**config.mk**
```make
export PLATFORM = sky130hd
export DESIGN_NAME = tap_average_flat
export DESIGN_NICKNAME = d
export VERILOG_FILES = /design/src/rtl/tap_average_if.sv /design/src/rtl/tap_average.sv /design/src/flat_wrapper.sv
export SDC_FILE = /design/constraint.sdc
export NUM_CORES = 1
export LEC_CHECK = 0
export BUFFER_PORTS_ARGS = -buffer_cell sky130_fd_sc_hd__buf_2
export CORE_UTILIZATION = 30
export DETAILED_ROUTE_END_ITERATION = 16
export PLACE_DENSITY = 0.45
export SYNTH_ARGS = -nofsm -noshare
export SYNTH_HDL_FRONTEND = slang
export SYNTH_SLANG_ARGS = --single-unit
export TNS_END_PERCENT = 10
```
**constraint.sdc**
```tcl
create_clock -name clk -period 3.71 [get_ports clk]
set_clock_uncertainty 0.1 [all_clocks]
set_input_delay 0.1855 -clock clk [delete_from_list [all_inputs] [get_ports clk]]
set_output_delay 0.1855 -clock clk [all_outputs]
set_load 0.02 [all_outputs]
```
**src/rtl/tap_average_if.sv**
```systemverilog
// Bundles the four tap inputs and the window results of tap_average.
// The master side drives samples and reads results; the slave side is the window processor.
interface tap_average_if #(
   parameter int W     = 8,
   parameter int CNT_W = 16
);
   logic             din_valid;
   logic [W-1:0]     tap0;
   logic [W-1:0]     tap1;
   logic [W-1:0]     tap2;
   logic [W-1:0]     tap3;
   logic [W-1:0]     avg;
   logic [W-1:0]     peak;
   logic             out_valid;
   logic [CNT_W-1:0] res_count;

   modport master (
      output din_valid, tap0, tap1, tap2, tap3,
      input  avg, peak, out_valid, res_count
   );

   modport slave (
      input  din_valid, tap0, tap1, tap2, tap3,
      output avg, peak, out_valid, res_count
   );
endinterface

```
**src/rtl/tap_average.sv**
```systemverilog
// Two-stage 4-tap window processor: rounded mean, maximum and result counter.
// Define TAP_AVERAGE_ROUND_EN for round-half-up averaging; otherwise the mean truncates.
module tap_average #(
   parameter int W     = 8,
   parameter int CNT_W = 16
) (
   input  logic          clk,
   input  logic          rst,
   tap_average_if.slave  bus
);

   logic [3:0]       r_vmask;
   logic [W:0]       r_s01;
   logic [W:0]       r_s23;
   logic [W-1:0]     r_m01;
   logic [W-1:0]     r_m23;
   logic             r_v1;

   logic [W-1:0]     r_avg;
   logic [W-1:0]     r_peak;
   logic             r_outValid;
   logic [CNT_W-1:0] r_resCount;

   logic [W+1:0]     w_sum;
   logic [W+1:0]     w_rounded;
   logic [W+1:0]     w_quot;
   logic [W-1:0]     w_avg;
   logic [W-1:0]     w_peak;

   // The mask shifts with the upstream register, so it describes the taps presented now.
   always_ff @(posedge clk or posedge rst) begin
      if (rst) begin
         r_vmask <= '0;
         r_s01   <= '0;
         r_s23   <= '0;
         r_m01   <= '0;
         r_m23   <= '0;
         r_v1    <= 1'b0;
      end else begin
         r_vmask <= {r_vmask[2:0], bus.din_valid};
         r_s01   <= {1'b0, bus.tap0} + {1'b0, bus.tap1};
         r_s23   <= {1'b0, bus.tap2} + {1'b0, bus.tap3};
         r_m01   <= (bus.tap0 >= bus.tap1) ? bus.tap0 : bus.tap1;
         r_m23   <= (bus.tap2 >= bus.tap3) ? bus.tap2 : bus.tap3;
         r_v1    <= (r_vmask == 4'b1111);
      end
   end

   assign w_sum = {1'b0, r_s01} + {1'b0, r_s23};

`ifdef TAP_AVERAGE_ROUND_EN
   assign w_rounded = w_sum + (W+2)'(2);
`else
   assign w_rounded = w_sum;
`endif

   assign w_quot = w_rounded >> 2;
   assign w_avg  = (|w_quot[W+1:W]) ? '1 : w_quot[W-1:0];
   assign w_peak = (r_m01 >= r_m23) ? r_m01 : r_m23;

   // Results only move on a valid window so the consumer sees stable data between pulses.
   always_ff @(posedge clk or posedge rst) begin
      if (rst) begin
         r_avg      <= '0;
         r_peak     <= '0;
         r_outValid <= 1'b0;
         r_resCount <= '0;
      end else begin
         r_outValid <= r_v1;
         if (r_v1) begin
            r_avg      <= w_avg;
            r_peak     <= w_peak;
            r_resCount <= r_resCount + 1'b1;
         end
      end
   end

   assign bus.avg       = r_avg;
   assign bus.peak      = r_peak;
   assign bus.out_valid = r_outValid;
   assign bus.res_count = r_resCount;

endmodule

```
**src/flat_wrapper.sv**
```systemverilog
// flat-port wrapper written by rule: the top's interface ports become plain ports
module tap_average_flat 
#(
   parameter int W     = 8,
   parameter int CNT_W = 16
)
  (clk, rst, bus_din_valid, bus_tap0, bus_tap1, bus_tap2, bus_tap3, bus_avg, bus_peak, bus_out_valid, bus_res_count);
  tap_average_if #(.W(W), .CNT_W(CNT_W)) bus_i ();
  input  logic clk;
  input  logic rst;
  input wire logic [$bits(bus_i.din_valid)-1:0] bus_din_valid;
  input wire logic [$bits(bus_i.tap0)-1:0] bus_tap0;
  input wire logic [$bits(bus_i.tap1)-1:0] bus_tap1;
  input wire logic [$bits(bus_i.tap2)-1:0] bus_tap2;
  input wire logic [$bits(bus_i.tap3)-1:0] bus_tap3;
  output wire logic [$bits(bus_i.avg)-1:0] bus_avg;
  output wire logic [$bits(bus_i.peak)-1:0] bus_peak;
  output wire logic [$bits(bus_i.out_valid)-1:0] bus_out_valid;
  output wire logic [$bits(bus_i.res_count)-1:0] bus_res_count;
  assign bus_i.din_valid = bus_din_valid;
  assign bus_i.tap0 = bus_tap0;
  assign bus_i.tap1 = bus_tap1;
  assign bus_i.tap2 = bus_tap2;
  assign bus_i.tap3 = bus_tap3;
  assign bus_avg = bus_i.avg;
  assign bus_peak = bus_i.peak;
  assign bus_out_valid = bus_i.out_valid;
  assign bus_res_count = bus_i.res_count;
  tap_average #(.W(W), .CNT_W(CNT_W)) u_core (.clk(clk), .rst(rst), .bus(bus_i));
endmodule
```
* Word-level counts from Yosys, hierarchy flattened *
Index checks and enable logic that the tools add are counted.

word-level totals
  bits in registers = 72
  latch bits = 0
  memory bits (writable) = 0
  bits in read-only memories = 0
  bits of input ports = 35
  output and inout port bits = 33
  memories kept = 0

cells by class
  add/subtract/negate cells = 4
  multipliers = 0
  divide/modulo/power cells = 0
  $lt $le $gt $ge = 3
  equal/unequal tests = 1
  shift-type cells = 0
  muxes and demuxes = 3
  bitwise operators = 0
  reduce and logical (&&, ||, !) cells = 0

operator list
  operator               count
  $ge 8x8->1             3
  $mux 8                 3
  $add 8x8->9            2
  $add 16x1->16 const B  1
  $add 9x9->10           1
  $eq 4x4->1 const B     1

* Longest topological paths before layout *
Gate-level depths: netlist of run 1.

  depth in word-level cells = 2
  depth in mapped cells = 8

* Least setup slack after synthesis of run 1 *
Ideal clock, no wire load.

  kind = register -> register
  start point = register u_core.r_s23[1]
  end point = register u_core.r_avg[4], in the netlist u_core.bus.avg[4]
  arrival = 1.599 ns
  path slack = 1.886 ns
  cell stages (with the launch flop) = 7
  buffers on the path = 0
  period minus slack after synthesis = 1.824 ns
  path through = dfrtp_1 > ha_1 > a31o_2 > a21oi_4 > o21ai_0 > xor2_1 > mux2_2

on the way
  cells in the longest elaborated chain, start to end = 1

RTL lines
  element                 line               source
  from (decl)             tap_average.sv:14  logic [W:0] r_s23;
  from (signal assigned)  tap_average.sv:42  r_s23 <= {1'b0, bus.tap2} + {1'b0, bus.tap3};
  $add 9x9->10            tap_average.sv:49  assign w_sum = {1'b0, r_s01} + {1'b0, r_s23};
  to (signal assigned)    tap_average.sv:71  r_avg <= w_avg;
  to (decl)               tap_average.sv:19  logic [W-1:0] r_avg;

No other way between the ends.
A chain may end at the register's enable or synchronous reset.

* Worst setup path in the final report of run 1 *
  start point = register u_core.r_s01[3]
  end point = register u_core.r_avg[6], in the netlist u_core.bus.avg[6]

on the way
  cells in the longest elaborated chain, start to end = 1

RTL lines
  element                 line               source
  from (decl)             tap_average.sv:13  logic [W:0] r_s01;
  from (signal assigned)  tap_average.sv:41  r_s01 <= {1'b0, bus.tap0} + {1'b0, bus.tap1};
  $add 9x9->10            tap_average.sv:49

No other way between the ends.

==> results of run 1 <==
## sequential cells by signal (all words and copies together), names as in the netlist
signal                cells
u_core.r_s23              9
u_core.r_s01              9
u_core.r_vmask            4
u_core.bus.peak           8
u_core.r_v1               1
u_core.r_m23              8
u_core.bus.out_valid      1
u_core.bus.avg            8
u_core.r_m01              8
u_core.bus.res_count     16
## final timing paths
| kind | to | cells past startpoint |
|---|---|---|
| min in group asynchronous | u_core.bus.peak[0] | 3 |
| worst max register to register | u_core.bus.avg[6] | 6 |
| worst max-delay path | u_core.bus.avg[6] | 6 |
| worst min-delay path | u_core.r_m01[2] | 2 |
| max in group asynchronous | u_core.r_s01[5] | 4 |
| worst min register to register | u_core.r_vmask[2] | 0 |
## power groups by stage
stage,clock (mW),combinational [mW],sequential (mW)
after detailed placement,0,0.828,1.04
after CTS,0.819,0.835,1.02
final,0.786,0.819,1.02
after global placement,0,0.822,1.03
after floorplan,0,0.482,1.12
after global routing,0.856,0.913,1.04
## area by class of cell
class	count	area [um^2]	share of cell area [%]
multi-input cells	259	2126	43.22
flip-flops and latches	72	1802	36.63
well taps	176	220.2	4.477
repair buffers	71	370.4	7.530
clock buffers	10	229.0	4.655
inverters	34	127.6	2.595
clock inverters	6	43.79	0.8904
## cells by family (layout without fill, tap and decap cells)
group,after synthesis,in the layout,share of synthesized area [%]
AO/OA/AOI/OAI,57,57,9.997
XOR/XNOR,34,34,7.298
adder cells (fa/ha/maj),51,51,16.01
buffers and inverters,40,121,3.741
flip-flops,72,72,44.16
multiplexers,32,32,8.586
AND/OR/NAND/NOR,85,85,10.21
## synth_stat cells (all sizes together), types with 4 or more instances
cell type	number
nand2b	9
clkbuf	5
mux2i	8
xnor2	18
xor2	16
nor2	27
dfrtp	72
o21ai	12
inv	34
nand3	6
ha	49
a21oi	27
and3	5
nand4	10
nand2	16
nor3	5
nor2b	4
mux2	24
## stage by stage
| stage | hold slack [ns] | worst slack (ns) | instances | instance area [um^2] |
|---|---|---|---|---|
| floorplan | 0.1169 | 1.600 | 371 | 4080 |
| global placement | 0.1994 | 1.627 | 610 | 4626 |
| detailed placement | 0.2046 | 1.578 | 610 | 4626 |
| CTS | 0.009752 | 1.658 | 628 | 4918 |
| global route | 0.01308 | 1.524 | 628 | 4918 |
| finish | 0.02538 | 1.655 | 628 | 4918 |
## layout by cell type, fill, tap and decap left out, drive strengths merged, types with 2 or more instances in the layout
cell,instances
xor2,16
and4,2
clkinv,4
dfrtp,72
o21bai,3
a21o,3
and3,5
nor2,27
buf,69
ha,49
nor3,5
nand2,16
nor2b,4
o311ai,2
nand4,10
o311a,2
a31oi,3
mux2,24
inv,35
clkbuf,10
mux2i,8
xnor2,18
nand2b,9
o41ai,2
nand3,6
dlygate4sd3,2
o21ai,12
a21oi,27
fa,2
## metal layers
metal	global-route usage (%)	share of wire (%)	up-vias
li1	-	-	1425
met1	16.68	46	1387
met2	23.43	49	54
met3	4.247	3.9	7
met4	3.481	0.84	0
met5	0	0	-
==> summary.md, run 1 <==
Cells fill 37.14% of the core in the end. The peak fanout along the critical path was 5. The congestion estimate from routability-driven global placement came to 0.7744.

The largest total area in the synthesized netlist belongs to sky130_fd_sc_hd__dfrtp_1. For the number of H-tree levels, the log shows 3. Measured along the y axis, the die boundary spans 118.6 um.

The filler cells instantiated in the layout total 1369. In the final design database the tool counted 533 nets. The fraction of synthesis flops using an asynchronous set or reset pin was 100.0%.

The share of total power consumed by net switching was 33.99%; the delay contributed by the slowest stage of the critical path was 0.40 ns. The total power consumption of the routed design was 2.623 mW; the remaining global-route overflow was 0. The final setup violation count came out at 0. In the routed design, unresolved DRC markers number 0.

Counting distinct cell types in the post-synthesis netlist gives 34. Counting every sink on the clock net gives 72. The final critical-path required period is 2.055 ns. The final worst-path cycle share works out to 55.40%. Relative to the synthesized area, the layout overhead comes to 20.55%. The clock share of power came out at 30.0%.

Clock tree synthesis inserted a total of 9 buffers. For this run, the total global-route usage over all layers was measured as 13.72%. The worst setup path is launched from a flop. The maximum ir drop on the vdd rail was 210.8 uV; the worst slew margin relative to its limit was 41.80%. For this design the total switching power over the nets is 891.5 uW.

Setup repair after global routing left no endpoint under its margin. The cell at the root of the clock tree was sky130_fd_sc_hd__clkbuf_16. The startpoint identified for the worst hold timing path is bus_tap1[2].

The maximum number of pins on one net before global-route repair is 42, and the core area is 13240 um^2. Summed over all failing endpoints, the final setup total negative slack is 0 ns. No sink is reached through more buffers than the 2 on the longest clock path.

Yosys printed 0 warnings. The tools report the first-iteration detailed-routing DRC count as 92. Ranked by total cell area, the synthesized netlist is headed by sky130_fd_sc_hd__dfrtp_1 (44%), sky130_fd_sc_hd__ha_1 (15%), sky130_fd_sc_hd__mux2_2 (6.6%). Of the synthesized area, sequential elements account for 44.16%.

The logs give 0.33 ns for the clock network latency to the later pin of the worst-skew pair and 0 for the number of gates given a new drive strength after cts. The post-CTS setup-driven buffer insertion count was 0. The antenna diode count is 0.

For this configuration, the core starts out at a cell density of 30.81%. The startpoint identified for the worst register-to-register timing path is u_core.r_s01[3]. The clock-pin slew on the worst setup and hold paths was 0.06 ns; the post-synthesis area per instance was 11.00 um^2. For the required time of the critical path, the log shows 3.83 ns. Critical-path cell with the highest stage delay: sky130_fd_sc_hd__dfrtp_1. Path class of the lowest-slack min-delay path: in2reg. The setup check on the worst reg-to-reg path leaves a slack of 1.65 ns. The share of synthesized area in the top cell type comes to 44.16%. The cell area that synthesis handed to floorplanning was 4080 um^2.

The run gives 2952 as the via count of the first global-routing pass. For the number of ports placed on the die boundary, the log shows 68. The share of layout cells above drive strength 1 works out to 26.11%. Dividing total power by cell area gives a power density of 533.3 nW/um^2. In the final routed layout, each cell accounts on average for 14.07 um. The number of buffers and inverters on the critical path is 0.

The die covers 14070 um^2. The estimated wirelength of the detail-placed design is 6.888 mm. On the critical path the largest part of the delay comes from compound AO/OA/AOI/OAI gates. In this run, the combinational gates consume 31.2% of the power. The internal portion of the total power is 1.731 mW. The total nets after synthesis came out at 457. The floorplan has 42 rows. The run finished with clean final reports.

For the number of antenna violations at the first check in global routing, the log shows 0. The first global-routing pass estimated 14.88 mm of wire. The signal on the critical path passes through ha_1 > nor2_1 > a211oi_1 > a21oi_1 > xnor2_1 > mux2_2. The critical path starts at u_core.r_s01[3].

The run gives 0 as the number of pins with negative max-slew slack in the final report. For the number of instances in the synthesized netlist, the log shows 371. TritonCTS built the clock tree. Path type of the worst setup path: reg2reg. The tool flagged a number of max-cap violations equal to 0.

After clock tree synthesis, the flow added hold-fix buffers numbering 2. Based on the critical path, the design can be clocked at up to 486.5 MHz. The number of failing hold endpoints at the final stage was 0; the via density per instance was 4.575.

Synthesis inferred 72 register bits. The count of nets left with antenna violations once routing finished came out at 0. The most used flip-flop cell after synthesis is sky130_fd_sc_hd__dfrtp_1. The first detailed-routing pass took 4 iterations. Buffers placed on the I/O ports in this run total 67. At the worst endpoint, the arrival time is 2.17 ns. Aggregate routed wire length: 8.838 mm.

The die extent in x is 118.6 um. The reported leakage power is 2.417 nW, and the sequential share of power is 38.8%. In this run, synthesis inferred 0 flip-flops with an integrated enable. Detailed routing inserted a total of 2873 vias. The worst setup path is captured at a flop.

For the pin with the worst max-slew slack, the measured transition is 0.8718 ns.
No activity file was read; power rests on OpenSTA's default activity.
==> inputs of run 2 (changes only) <==
--- a/config.mk
+++ b/config.mk
@@ -8,7 +8,7 @@
 export BUFFER_PORTS_ARGS = -buffer_cell sky130_fd_sc_hd__buf_2
 export CORE_UTILIZATION = 30
 export DETAILED_ROUTE_END_ITERATION = 16
-export PLACE_DENSITY = 0.45
+export PLACE_DENSITY = 0.47
 export SYNTH_ARGS = -nofsm -noshare
 export SYNTH_HDL_FRONTEND = slang
 export SYNTH_SLANG_ARGS = --single-unit
==> constraint.sdc (replaced) <==
create_clock -name clk -period 1.72 [get_ports clk]
set_clock_uncertainty 0.1 [all_clocks]
set_input_delay 0.086 -clock clk [delete_from_list [all_inputs] [get_ports clk]]
set_output_delay 0.086 -clock clk [all_outputs]
set_load 0.02 [all_outputs]
==> run 2 against run 1 <==
The flow now finishes with violations (negative setup slack). Clock power rose to 2.9 times the previous value. Global-route usage fell by 0.36 points. Die area unchanged. Non-clock buffer count increased by 75. Sequential share of layout area decreased by 5.4 points. Flip-flop and latch count unchanged. Combinational power increased to 2.7 times the previous value. Largest cell class unchanged. Design area grew 17%. Sequential power grew 120%. Maximum frequency increased by 15%.
==> summary.md, run 2 (synthesis results as in run 1) <==
The run gives -0.06659 ns (was 1.655 ns) as the final setup slack of the worst path. The logs give 0 (unchanged) for the number of failing hold endpoints at the final stage and 8.971 mm (was 8.838 mm) for the aggregate routed wire length. The tools report the slack of the worst reg-to-reg path as -0.07 ns (was 1.65 ns). The run gives 13240 um^2 (unchanged) as the core area.

The run gives 3.870 mm (was 4.079 mm) as the detailed-route wire length on metal 1. The run gives 69.35% (was 41.80%) as the worst slew margin relative to its limit. For the remaining global-route overflow, the log shows 0 (unchanged).

Critical-path cell with the highest stage delay: sky130_fd_sc_hd__dfrtp_1 (unchanged). Die extent in x: 118.6 um (unchanged). The tools report the number of pins with negative max-slew slack in the final report as 0 (unchanged). The tools report the number of max-cap violations as 0 (unchanged). The maximum ir drop on the vdd rail is 604.3 uV (was 210.8 uV). The final routed wire length divided by cell count was 12.78 um (was 14.07 um). The run finished, with violations left. Path class of the lowest-slack min-delay path: in2reg (unchanged). The height of the chip came out at 118.6 um (unchanged). The tools report the clock sink count as 72 (unchanged). Commonest cells after routing, fill and taps aside: sky130_fd_sc_hd__dfrtp_1 (72), sky130_fd_sc_hd__buf_2 (67), sky130_fd_sc_hd__buf_4 (66), sky130_fd_sc_hd__ha_1 (43), sky130_fd_sc_hd__inv_1 (32) (was sky130_fd_sc_hd__dfrtp_1 (72), sky130_fd_sc_hd__buf_2 (67), sky130_fd_sc_hd__ha_1 (49), sky130_fd_sc_hd__inv_1 (33), sky130_fd_sc_hd__nor2_1 (27)).

The delay contributed by the slowest stage of the critical path is 0.39 ns (was 0.40 ns). Critical hold path startpoint: bus_tap1[5] (was bus_tap1[2]). The checks that failed: negative setup slack. The clock network latency to the later pin of the worst-skew pair was 0.32 ns (was 0.33 ns); the via density per instance was 4.479 (was 4.575).

Worst hold path endpoint: u_core.r_m01[5] (was u_core.r_m01[2]). Uppermost layer routed: met4 (unchanged). Category of the worst setup path capture point: a flop (unchanged). The maximum number of buffers from clock root to sink is 2 (unchanged). The logs give 14070 um^2 (unchanged) for the total die area and 608 (was 533) for the final layout net count. Estimated wirelength of the detail-placed design: 6.867 mm (was 6.888 mm). The final setup violation count was 13 (was 0). The logs give 4 (unchanged) for the number of detailed-route iterations in the first pass and 113 (was 92) for the first-iteration detailed-routing DRC count. The antenna diode count is 0 (unchanged), and the final non-filler cell area is 5768 um^2 (was 4918 um^2). Area growth from synthesis to layout: 41.37% (was 20.55%).

Initial standard-cell utilization of the core: 30.81% (unchanged). Beginning of the worst register-to-register path: u_core.r_m01[0] (was u_core.r_s01[3]). The number of buffers added by the clock tree synthesis step was 9 (unchanged); the global placer's final weighted congestion was 0.7648 (was 0.7744).

The arrival time at the worst endpoint is 1.88 ns (was 2.17 ns). The final critical-path required period is 1.787 ns (was 2.055 ns), and the maximum clock rate is 559.7 MHz (was 486.5 MHz). The peak fanout along the critical path came out at 3 (was 5). The clock-pin slew on the worst setup and hold paths was 0.06 ns (about the same); the required time of the critical path was 1.81 ns (was 3.83 ns). The number of H-tree levels is 3 (unchanged). The critical path startpoint category was a flop (unchanged). The total power consumption of the routed design is 6.719 mW (was 2.623 mW). The cell depth of the worst hold path was 3 (was 2).

Setup repair after global routing could not meet its margin everywhere. Final worst-path cycle share: 103.9% (was 55.40%). The total DRC errors in the routed layout is 0 (unchanged).

Row count: 42 (unchanged). Leading cell type in the layout, fill and taps excluded: sky130_fd_sc_hd__dfrtp_1 (unchanged). The maximum number of pins on one net before global-route repair is 73 (was 42). Path type of the worst setup path: reg2reg (unchanged). For the wire length of the first global-routing pass, the log shows 14.99 mm (was 14.88 mm). The standard cell area after detailed placement was 5115 um^2 (was 4626 um^2); the power per cell area was 1165 nW/um^2 (was 533.3 nW/um^2). For the via count of the first global-routing pass, the log shows 3147 (was 2952). The reported leakage power is 2.832 nW (was 2.417 nW).

TritonCTS built the clock tree. The cell at the root of the clock tree is sky130_fd_sc_hd__clkbuf_16 (unchanged). The slew at the pin closest to its max-slew limit was 0.4525 ns (was 0.8718 ns). The cell depth of the worst flop-to-flop path was 8 (was 6); the number of antenna violations at the first check in global routing was 0 (unchanged). Number of ports placed on the die boundary: 68 (unchanged).

Share of layout cells above drive strength 1: 38.40% (was 26.11%). Cell-by-cell listing of the critical path: inv_2 > ha_4 > nor3b_2 > o21ai_2 > a21oi_4 > buf_4 > mux2i_1 > a21oi_1 (was ha_1 > nor2_1 > a211oi_1 > a21oi_1 > xnor2_1 > mux2_2). Number of flip-flops in the largest register: 16 (unchanged). The met3 routed wirelength was 321 um (was 349 um).

Overall via count from detail_route: 3144 (was 2873). The total of buffers placed on input and output ports is 67 (unchanged), and the met2 wire length is 4.656 mm (was 4.333 mm). The run gives 0 (unchanged) as the number of nets with antenna violations after detailed routing. The endpoint of the worst-slack reg-to-reg timing path was u_core.bus.peak[1] (was u_core.bus.avg[6]). The tools report the total global routing track utilization as 13.36% (was 13.72%).
run 2: critical path: cells and delay by family, from the launching register on:
kind            cells  cell delay, ns
flops               1            0.39
compound gates      3            0.35
buf+inv             2            0.24
fa+ha+maj           1            0.20
simple gates        1            0.19
mux                 1            0.18
run 2: timing repair:
item / 4_1_cts / 5_1_grt
pin swaps: 8 / 9
buffers inserted: 1 / 2
resized for setup: 10 / 18
cloned: 0 / 0
setup endpoints to repair: 15 / 27
hold buffers: 11 / 0
hold endpoints to repair: 78 / 0
run 2: worst max-delay path by stage:
stage	slack, ns	depth (start not counted)	startpoint	endpoint
final	-0.07	8	u_core.r_m01[0]	u_core.bus.peak[1]
after global routing	-0.17	8	u_core.r_m01[0]	u_core.bus.peak[6]
after CTS	-0.09	7	u_core.r_m23[0]	u_core.bus.peak[6]
after detailed placement	-0.31	8	bus_tap1[2]	u_core.r_m01[0]
after global placement	-0.30	8	bus_tap1[2]	u_core.r_m01[0]
after floorplan	-0.10	6	u_core.r_s23[1]	u_core.bus.avg[4]
run 2: area by class of cell:
class / instances / area, um^2
sequential: 72 / 1802
clock buffer: 10 / 239.0
clock inverter: 5 / 128.9
tap: 176 / 220.2
fill: 1288 / 7475
multi-input combinational: 259 / 2275
timing repair buffer: 146 / 972.2
inverter: 34 / 131.4
run 2: report_power, final:
part           switching, mW  internal [mW]  leakage [nW]  total, mW
clock                  0.678           1.60         0.179       2.28
combinational           1.12           1.12          1.78       2.23
sequential             0.203           2.01         0.875       2.21
run 2: per-stage QoR:
step	setup TNS, ns	utilization, %	setup WS, ns	hold WS [ns]	cells
floorplan	-0.6561	-	-0.1037	0.01743	371
global route	-1.705	43.56	-0.1655	0.01742	702
CTS	-0.7737	42.55	-0.09215	0.007018	700
finish	-0.5084	43.56	-0.06659	0.01249	702
global placement	-5.973	38.62	-0.3016	0.1041	673
detailed placement	-6.181	38.62	-0.3096	0.1066	673
run 2: per-layer routing:
metal	vias up	GRT usage [%]
met5	-	0
met4	0	4.272
met3	11	3.041
met2	46	23.57
met1	1507	15.96
li1	1580	-
==> inputs of run 3 (changes only) <==
--- a/config.mk
+++ b/config.mk
@@ -7,6 +7,7 @@
 export LEC_CHECK = 0
 export BUFFER_PORTS_ARGS = -buffer_cell sky130_fd_sc_hd__buf_2
 export CORE_UTILIZATION = 30
+export CTS_BUF_LIST = sky130_fd_sc_hd__clkbuf_4
 export DETAILED_ROUTE_END_ITERATION = 16
 export PLACE_DENSITY = 0.47
 export SYNTH_ARGS = -nofsm -noshare
==> run 3 against run 2 <==
The run still ends with negative setup slack left. Worst setup slack got worse by 0.028 ns. First-iteration DRC count increased by 0.88%. Sequential share of layout area decreased by 0.11 points. Register-to-register slack got worse by 0.03 ns. Clock power decreased by 36%.
==> summary.md, run 3 (synthesis results as in run 1) <==
The maximum clock rate came out at 551.0 MHz (was 559.7 MHz). The wire length of the first global-routing pass is 15.58 mm (was 14.99 mm). Setup repair after global routing could not meet its margin everywhere. For the final layout net count, the log shows 635 (was 608). Critical path startpoint category: a flop (unchanged). The met2 capacity usage during global routing came out at 24.60% (was 23.57%). Failing checks: negative setup slack (unchanged). The required time of the critical path came out at 1.89 ns (was 1.81 ns). The tools report the global-route track usage on met1 as 16.45% (was 15.96%). The total DRC errors in the routed layout came out at 0 (unchanged). The logs give 13240 um^2 (unchanged) for the core area and 6.867 mm (unchanged) for the estimated wirelength of the detail-placed design. The number of H-tree levels was 3 (unchanged); the number of detailed-route iterations in the first pass was 4 (unchanged).

The run finished, with violations left. The number of pins with negative max-slew slack in the final report was 0 (unchanged). The tools report the total power consumption of the routed design as 5.859 mW (was 6.719 mW).

The height of the chip was 118.6 um (unchanged). The die extent in x is 118.6 um (unchanged), and the total of buffers placed on input and output ports is 67 (unchanged). The path class of the lowest-slack min-delay path was in2reg (unchanged). The antenna diode count was 0 (unchanged); the remaining global-route overflow was 0 (unchanged). The clock-pin slew on the worst setup and hold paths is 0.12 ns (was 0.06 ns), and the clock network latency to the later pin of the worst-skew pair is 0.41 ns (was 0.32 ns).

The power per cell area was 1012 nW/um^2 (was 1165 nW/um^2); the share of layout cells above drive strength 1 was 35.62% (was 38.40%). Leading cell type in the layout, fill and taps excluded: sky130_fd_sc_hd__dfrtp_1 (unchanged). The aggregate routed wire length came out at 9.053 mm (was 8.971 mm). The number of antenna violations at the first check in global routing is 0 (unchanged), and the final setup slack of the worst path is -0.09477 ns (was -0.06659 ns). The slew at the pin closest to its max-slew limit came out at 0.4492 ns (was 0.4525 ns).

The final routed wire length divided by cell count works out to 12.42 um (was 12.78 um). The number of max-cap violations came out at 0 (unchanged). Commonest cells after routing, fill and taps aside: sky130_fd_sc_hd__dfrtp_1 (71), sky130_fd_sc_hd__buf_2 (67), sky130_fd_sc_hd__buf_4 (67), sky130_fd_sc_hd__ha_1 (47), sky130_fd_sc_hd__dlygate4sd3_1 (37) (was sky130_fd_sc_hd__dfrtp_1 (72), sky130_fd_sc_hd__buf_2 (67), sky130_fd_sc_hd__buf_4 (66), sky130_fd_sc_hd__ha_1 (43), sky130_fd_sc_hd__inv_1 (32)).

The via density per instance was 4.462 (was 4.479). The final critical-path required period works out to 1.815 ns (was 1.787 ns). The total die area came out at 14070 um^2 (unchanged).

Peak fanout along the critical path: 3 (unchanged). Path type of the worst setup path: reg2reg (unchanged). The logs give 15 (was 13) for the final setup violation count and 0 (unchanged) for the number of failing hold endpoints at the final stage. The logs give 30.81% (unchanged) for the initial standard-cell utilization of the core and 9 (unchanged) for the number of buffers added by the clock tree synthesis step. The tools report the cell at the root of the clock tree as sky130_fd_sc_hd__clkbuf_4 (was sky130_fd_sc_hd__clkbuf_16). The global placer's final weighted congestion was 0.7648 (unchanged); the area growth from synthesis to layout was 41.95% (was 41.37%). For the clock sink count, the log shows 72 (unchanged).

Number of flip-flops in the largest register: 16 (unchanged). The fill cell total of the finished layout was 1311 (was 1288). The overall via count from detail_route came out at 3253 (was 3144). The total global routing track utilization was 13.87% (was 13.36%). The final worst-path cycle share is 105.5% (was 103.9%). Most used routing layer in global routing: met2 (unchanged). The tools report the met3 layer usage reported by global route as 3.620% (was 3.041%).

Number of nets with antenna violations after detailed routing: 0 (unchanged). The reported leakage power came out at 2.860 nW (was 2.832 nW). Number of ports placed on the die boundary: 68 (unchanged). The maximum number of buffers from clock root to sink is 2 (unchanged), and the via count of the first global-routing pass is 3313 (was 3147). The logs give 114 (was 113) for the first-iteration detailed-routing DRC count and 369.6 uV (was 604.3 uV) for the maximum ir drop on the vdd rail.

TritonCTS built the clock tree. The logs give 73 (unchanged) for the maximum number of pins on one net before global-route repair and -0.8096 ns (was -0.5084 ns) for the final total negative setup slack. The category of the worst setup path capture point was a flop (unchanged). Row count: 42 (unchanged).

The worst slew margin relative to its limit was 69.58% (was 69.35%). The post-placement setup slack is -0.3096 ns (unchanged), and the arrival time at the worst endpoint is 1.99 ns (was 1.88 ns).
-- run 3: power breakdown --
group / internal, mW / total (mW) / switching (mW)
Sequential: 2.00 / 2.19 / 0.186
Combinational: 1.11 / 2.21 / 1.10
Clock: 0.873 / 1.46 / 0.586
-- run 3: stage by stage --
step                      util [%]  cells  hold slack, ns  cell area [um^2]
final                        43.74    729         0.04146              5792
after global routing         43.74    729         0.03168              5792
after CTS                    43.08    725        -0.04125              5705
after detailed placement     38.62    673          0.1066              5115
after global placement       38.62    673          0.1041              5115
after floorplan                  -    371         0.01743              4084
-- run 3: layout make-up --
class	instances	area (um^2)	area share, %
clock inverter	6	132.6	2.290
clock buffer	9	67.56	1.167
tap	176	220.2	3.802
inverter	34	131.4	2.268
timing repair buffer	173	1240	21.41
sequential	72	1803	31.13
multi-input combinational	259	2197	37.93
-- run 3: worst max-delay path: stages, from the launching register on --
cell,delay (ns)
sky130_fd_sc_hd__dfrtp_1,0.41
sky130_fd_sc_hd__inv_2,0.08
sky130_fd_sc_hd__ha_4,0.20
sky130_fd_sc_hd__nor3b_2,0.20
sky130_fd_sc_hd__o21ai_2,0.10
sky130_fd_sc_hd__a21oi_4,0.17
sky130_fd_sc_hd__buf_4,0.16
sky130_fd_sc_hd__mux2i_1,0.18
sky130_fd_sc_hd__a21oi_1,0.10
-- run 3: what timing repair did --
action | 4_1_cts | 5_1_grt
setup endpoints to repair | 15 | 22
endpoints found under the hold margin | 93 | 1
gates resized for setup | 9 | 11
setup buffers | 1 | 3
pin swaps | 8 | 9
hold buffers | 36 | 1
-- run 3: path summary, 6_finish.rpt --
path,cells after the start,to,start,slack (ns)
max in group asynchronous,4,u_core.r_s01[5],rst,0.97
max,8,u_core.bus.peak[1],u_core.r_m01[0],-0.09
min,4,u_core.r_s23[2],bus_tap2[2],0.04
min in group asynchronous,4,u_core.bus.avg[0],rst,0.21
min reg2reg,0,u_core.r_vmask[2],u_core.r_vmask[1],0.28
max reg2reg,8,u_core.bus.peak[1],u_core.r_m01[0],-0.09
-- run 3: routing by layer --
layer / wire length (um) / part of all wire, %
met1: 3905 / 43
met2: 4746 / 52
met3: 322 / 3.6
met4: 78 / 0.86
met5: 0 / 0
